===== config.mk =====
export PLATFORM = sky130hd
export DESIGN_NAME = percept_rx
export DESIGN_NICKNAME = d
export VERILOG_FILES = /design/src/rtl/percept_rx.sv
export SDC_FILE = /design/constraint.sdc
export NUM_CORES = 1
export LEC_CHECK = 0
export CORE_MARGIN = 2
export CORE_UTILIZATION = 25
export DETAILED_ROUTE_END_ITERATION = 7
export PLACE_DENSITY = 0.41
export SETUP_SLACK_MARGIN = 0.5
export SLEW_MARGIN = 20
export SYNTH_ARGS = -nofsm -noshare
export SYNTH_HDL_FRONTEND = slang
export SYNTH_SLANG_ARGS = --single-unit

===== constraint.sdc =====
create_clock -name clk -period 3.2 [get_ports clk]
set_input_delay 0.64 -clock clk [delete_from_list [all_inputs] [get_ports clk]]
set_output_delay 0.64 -clock clk [all_outputs]
set_load 0.02 [all_outputs]

===== src/rtl/percept_rx.sv =====
// Serial frame receiver: start bit, 8-bit address, DW-bit payload, stop bit.
// Qualified frames land in a one-entry valid/ready output buffer with sticky overflow.
module percept_rx #(
  parameter logic [7:0]  ADDR = 8'hAA,
  parameter int unsigned DW   = 16
) (
  input  logic          clk,
  input  logic          Rst,
  input  logic          in,
  output logic [DW-1:0] res_data,
  output logic [7:0]    res_addr,
  output logic          res_valid,
  input  logic          res_ready,
  output logic          frame_err,
  output logic          ovf,
  input  logic          ovf_clr
);

  localparam int unsigned AW      = 8;
  localparam int unsigned CNT_MAX = (DW > AW) ? DW : AW;
  localparam int unsigned CW      = (CNT_MAX > 1) ? $clog2(CNT_MAX) : 1;
  localparam logic [AW-1:0] BCAST = 8'hFF;

  typedef enum logic [1:0] {S_IDLE, S_ADDR, S_DATA, S_STOP} state_t;

  state_t        state_q, state_d;
  logic [CW-1:0] cnt_q, cnt_d;
  logic [AW-1:0] sh_addr_q, sh_addr_d;
  logic [DW-1:0] sh_data_q, sh_data_d;
  logic          done_q, done_d;
  logic          stop_q, stop_d;
  logic [DW-1:0] res_data_q, res_data_d;
  logic [AW-1:0] res_addr_q, res_addr_d;
  logic          res_valid_q, res_valid_d;
  logic          frame_err_q, frame_err_d;
  logic          ovf_q, ovf_d;
  logic          addr_last_c, data_last_c;
  logic          qual_c, load_c, drop_c;

  assign addr_last_c = (cnt_q == CW'(AW - 1));
  assign data_last_c = (cnt_q == CW'(DW - 1));

  // State register
  always_ff @(posedge clk) begin
    if (Rst) state_q <= S_IDLE;
    else     state_q <= state_d;
  end

  // Next-state logic
  always_comb begin
    state_d = state_q;
    case (state_q)
      S_IDLE:  if (!in) state_d = S_ADDR;
      S_ADDR:  if (addr_last_c) state_d = S_DATA;
      S_DATA:  if (data_last_c) state_d = S_STOP;
      S_STOP:  state_d = S_IDLE;
      default: state_d = S_IDLE;
    endcase
  end

  // Datapath and output next values; a finished frame is resolved one cycle after STOP
  always_comb begin
    cnt_d     = cnt_q;
    sh_addr_d = sh_addr_q;
    sh_data_d = sh_data_q;
    done_d    = 1'b0;
    stop_d    = stop_q;
    case (state_q)
      S_ADDR: begin
        sh_addr_d = AW'({in, sh_addr_q} >> 1);
        cnt_d     = addr_last_c ? '0 : cnt_q + CW'(1);
      end
      S_DATA: begin
        sh_data_d = DW'({in, sh_data_q} >> 1);
        cnt_d     = data_last_c ? '0 : cnt_q + CW'(1);
      end
      S_STOP: begin
        stop_d = in;
        done_d = 1'b1;
      end
      default: cnt_d = '0;
    endcase

    qual_c = done_q && stop_q && ((sh_addr_q == ADDR) || (sh_addr_q == BCAST));
    load_c = qual_c && (!res_valid_q || res_ready);
    drop_c = qual_c && res_valid_q && !res_ready;

    res_data_d  = load_c ? sh_data_q : res_data_q;
    res_addr_d  = load_c ? sh_addr_q : res_addr_q;
    res_valid_d = res_valid_q;
    if (load_c)                       res_valid_d = 1'b1;
    else if (res_valid_q && res_ready) res_valid_d = 1'b0;
    frame_err_d = done_q && !stop_q;
    ovf_d       = ovf_q;
    if (drop_c)       ovf_d = 1'b1;
    else if (ovf_clr) ovf_d = 1'b0;
  end

  // Datapath registers
  always_ff @(posedge clk) begin
    if (Rst) begin
      cnt_q       <= '0;
      sh_addr_q   <= '0;
      sh_data_q   <= '0;
      done_q      <= 1'b0;
      stop_q      <= 1'b0;
      res_data_q  <= '0;
      res_addr_q  <= '0;
      res_valid_q <= 1'b0;
      frame_err_q <= 1'b0;
      ovf_q       <= 1'b0;
    end else begin
      cnt_q       <= cnt_d;
      sh_addr_q   <= sh_addr_d;
      sh_data_q   <= sh_data_d;
      done_q      <= done_d;
      stop_q      <= stop_d;
      res_data_q  <= res_data_d;
      res_addr_q  <= res_addr_d;
      res_valid_q <= res_valid_d;
      frame_err_q <= frame_err_d;
      ovf_q       <= ovf_d;
    end
  end

  assign res_data  = res_data_q;
  assign res_addr  = res_addr_q;
  assign res_valid = res_valid_q;
  assign frame_err = frame_err_q;
  assign ovf       = ovf_q;

endmodule


After elaboration in Yosys (flattened, before gate mapping)

Index checks and enable logic that the tools add are counted.

Mux-type cells: 12
$add $sub $neg: 1
Eq/ne operators: 10
Reduce and logical (&&, ||, !) cells: 16

Operators with widths:

| cell                  | number |
|---|---|
| $eq A8 B8 Y1 const B  | 2 |
| $pmux W4 S3           | 1 |
| $mux W4               | 2 |
| $pmux W2 S4           | 1 |
| $logic_and A1 B1 Y1   | 7 |
| $mux W2               | 3 |
| $ne A2 B2 Y1 const B  | 3 |
| $mux W1               | 5 |
| $add A4 B1 Y4 const B | 1 |
| $eq A2 B2 Y1 const B  | 2 |
| $eq A4 B3 Y1 const B  | 1 |
| $eq A4 B4 Y1 const B  | 1 |
| $reduce_bool A2 Y1    | 2 |
| $logic_not A1 Y1      | 3 |
| $reduce_and A3 Y1     | 1 |
| $eq A2 B1 Y1 const B  | 1 |
| $logic_not A2 Y1      | 1 |
| $logic_or A1 B1 Y1    | 2 |

Output and inout port bits: 27
Bits in registers: 59
Bits of input ports: 5
Logic and storage cells: 50

Logic depth before layout (Yosys ltp)

Word-level depth: 6
Gate-level depth with buffers: 6
Mapped depth without buffers: 5

Least setup slack after synthesis

No wires, ideal clock.

Path kind: register -> register
Start: register state_q[0]
End: register cnt_q[3]
Setup slack: 1.699 ns
Data arrival time: 1.414 ns
Setup time: 0.086 ns
Clock period less this slack: 1.501 ns
Cell stages (with the launch flop): 7
Data required time: 3.114 ns
Path buffers: 1
Path through: dfxtp_1 inv_1 ha_1 buf_4 mux2i_1 a311o_1 a221oi_2

Word-level cells in the longest chain between the ends: 2
Elaborated cells on any way between the ends: 4
Classes of those cells: eq/ne (3); mux (1)

RTL lines:

| element                                      | RTL line | source |
|---|---|---|
| start: declaration                           | 26       | `state_t state_q, state_d;` |
| start signal: assignment                     | 46       | `else state_q <= state_d;` |
| $eq A2 B2 Y1 or $eq A2 B1 Y1 (tied branches) | 68       | `case (state_q)` |
| $pmux W4 S3                                  | 68       |  |
| end signal: assignment                       | 113      | `cnt_q <= cnt_d;` |
| end: declaration                             | 27       | `logic [CW-1:0] cnt_q, cnt_d;` |

Parallel ways exist; a longest one is shown, timed or not.
A chain may end at the register's enable or synchronous reset.

Final worst setup path

Start: register state_q[1]
End: register cnt_q[3]

Same word-level chain as after synthesis.

==> impl_metrics.yaml <==
critical_path:
  path_cells: "inv_1 > ha_1 > o21ai_0 > a311o_1 > a221oi_2"
  crit_type: "register to register"
  crit_family: "compound AO/OA/AOI/OAI gates"
  crit_cells: 5
  rr_worst_depth: 5
  startpoint_type: "register"
  cp.required_ns: 3.45
  critPathMaxStageDelay_ns: 0.57
  critPathSlowestCell: "ha_1"
  path_max_fanout: 12
  worstSetupEndpointType: "register"
  cp_data_arrival_time_ns: 2.31
  timing.critical_path.buf_inv: 1
cts:
  htreeDepth: 3
  cts_buffer_depth: 2
  clk_pin_slew_worst_paths_ns: 0.07
  ctsHoldBuffers: 0
  cts_tree: "built"
  clk_latency_ns: 0.33
  post_cts_resize_count: 0
  cts_buffers: 9
  cts_sinks: 59
  cts_root_buffer: "clkbuf_8"
  cts_setup_buffers: 0
synth:
  muxShareOfSynthArea_pct: 19.7
  synth-edff-count: 0
  yosys.area_share.simple_pct: 14.8
  synth_flop_cell: "dfxtp_1"
  yosys_register_bits: 59
  syn_inst: 233
  ys_async_sr_fraction_pct: 0
  syn_avg_cell_area_um2: 10.0
  synth_fa_ha_area_share_pct: 2.68
  synth_seq_area_share_pct: 50.5
  synth_compound_area_share_pct: 7.28
  yosys_warnings: 0
  yosys.area_share.xor_xnor_pct: 0
  syn_area_mm2: 0.00234
  synth_nets: 243
  yosysUniqueCellTypes: 34
  synth_top_family_by_area: "multiplexers"
detailed_routing:
  dr.pass1.iters: 4
  wirelength_mm: 4.54
  wire_per_inst_um: 12.0
  via_per_inst: 4.30
  ant_nets: 0
  vias: 1629
  drc: 0
  drt_iter0_drc: 37
floorplan:
  core_mm2: 0.00915
  ioPinCount: 32
  rows: 35
  initial_core_util_pct: 25.6
  die_h_um: 101
  die_w_um: 101
  die_area_mm2: 0.0101
place:
  place_hpwl_mm: 2.86
  io_buffer_count: 31
  placed_cell_area_mm2: 0.00271
  dp_cells: 363
  place_congestion: 0.620
layout:
  final_cells: 379
  nets: 273
  syn2layout_area_growth_pct: 24.1
  final_util_pct: 31.7
  final_layout_size_suffix_gt1_share_pct: 7.46
  diodes: 0
  fillers: 966
  fin_area_mm2: 0.00290
  seq_area_mm2: 0.00118
  multiInputGateArea_mm2: 0.00104
timing:
  drv_slew: 0
  hold_viol: 0
  max_slew_margin_pct: 51.4
  skew_ns: 0.00656
  period_minus_slack_ns: 2.06
  totalNegativeSetupSlack_ns: 0
  fmax_mhz: 486
  worst_pin_slew_ns: 0.728
  fin_crit_sh_pct: 64.3
  setup_violations: 0
  rsz0062_at_grt: "false"
power_and_ir_drop:
  peakVddDrop_uv: 175
  finalPower_mw: 1.70
  powerDensity_mw_per_mm2: 587
  leakage_nw: 0.967
worst_hold_path:
  worst_hold_path.num_cells: 2
  hold_path.class: "register to register"
global_routing:
  antenna_found_initial: 0
  grtUsageTotal_pct: 9.76
  grt_overflow: 0
  grt_pass1_wl_mm: 7.66
  grt_pass1_vias: 1557
  grt_max_degree: 46
run:
  cap_violations: 0
outcome:
  run_status: "finished clean"
routing by layer:
| metal | up-vias | global-route usage (%) | share of wire [%] |
|---|---|---|---|
| li1 | 852 | - | - |
| met1 | 741 | 13.2 | 53 |
| met2 | 30 | 13.6 | 41 |
| met3 | 6 | 3.33 | 4.7 |
| met4 | 0 | 5.27 | 1.3 |
| met5 | - | 0 | 0 |
logic make-up after synthesis:
logic type | count (synthesis)
AO/OA/AOI/OAI | 21
adder cells (fa/ha/maj) | 5
buffers and inverters | 19
flip-flops | 59
multiplexers | 46
AND/OR/NAND/NOR | 83
cell usage after synthesis (3+ instances only):
| master | instances | share of area, % |
|---|---|---|
| nand2_1 | 43 | 6.9 |
| dfxtp_1 | 59 | 51 |
| clkbuf_1 | 7 | 1.1 |
| o21a_1 | 5 | 1.6 |
| mux2i_1 | 46 | 20 |
| ha_1 | 5 | 2.7 |
| o21ai_0 | 3 | 0.64 |
| nand3_1 | 3 | 0.64 |
| nor2_1 | 28 | 4.5 |
| inv_1 | 3 | 0.48 |
state kept, by name, indices dropped and copies added, names as in the netlist, 2 cells and up:
signal	count
cnt_q	4
res_addr	8
res_data	16
sh_addr_q	8
sh_data_q	16
state_q	2
where the power goes:
group | internal (mW) | leakage [nW] | switching [mW]
combinational | 0.106 | 0.392 | 0.151
clock | 0.377 | 0.0991 | 0.295
sequential | 0.757 | 0.476 | 0.0184
area by class of cell:
type                    instances  area share [%]
well taps                     111            4.79
multi-input cells             155            35.8
flip-flops and latches         59            40.7
repair buffers                 34            11.5
inverters                       4           0.517
clock inverters                 5            1.81
clock buffers                  11            4.87
tightest hold or removal path, cell delays in order (launching register included):
cell	delay, ns
dfxtp_1	0.31
nand2_1	0.05
mux2i_1	0.05
cells in the final DEF (no fill, tap or decap), types with 5 or more instances in the layout:
master,n
clkbuf_8,10
clkdlybuf4s50_1,31
dfxtp_1,59
ha_1,5
mux2i_1,46
nand2_1,43
nor2_1,28
o21a_1,5
stage by stage:
step | setup slack, ns | hold WS (ns)
after global routing | 0.946 | 0.478
after detailed placement | 1.02 | 0.446
after floorplan | 1.70 | 0.413
final | 1.14 | 0.455
after global placement | 1.07 | 0.445
after CTS | 1.13 | 0.460
final timing paths:
| kind | from | endpoint | slack, ns |
|---|---|---|---|
| min reg2reg | res_addr[4] | res_addr[4] | 0.45 |
| max reg2reg | state_q[1] | cnt_q[3] | 1.14 |
| max | state_q[1] | cnt_q[3] | 1.14 |
| min | res_addr[4] | res_addr[4] | 0.45 |
(Power assumes the default switching activity.)
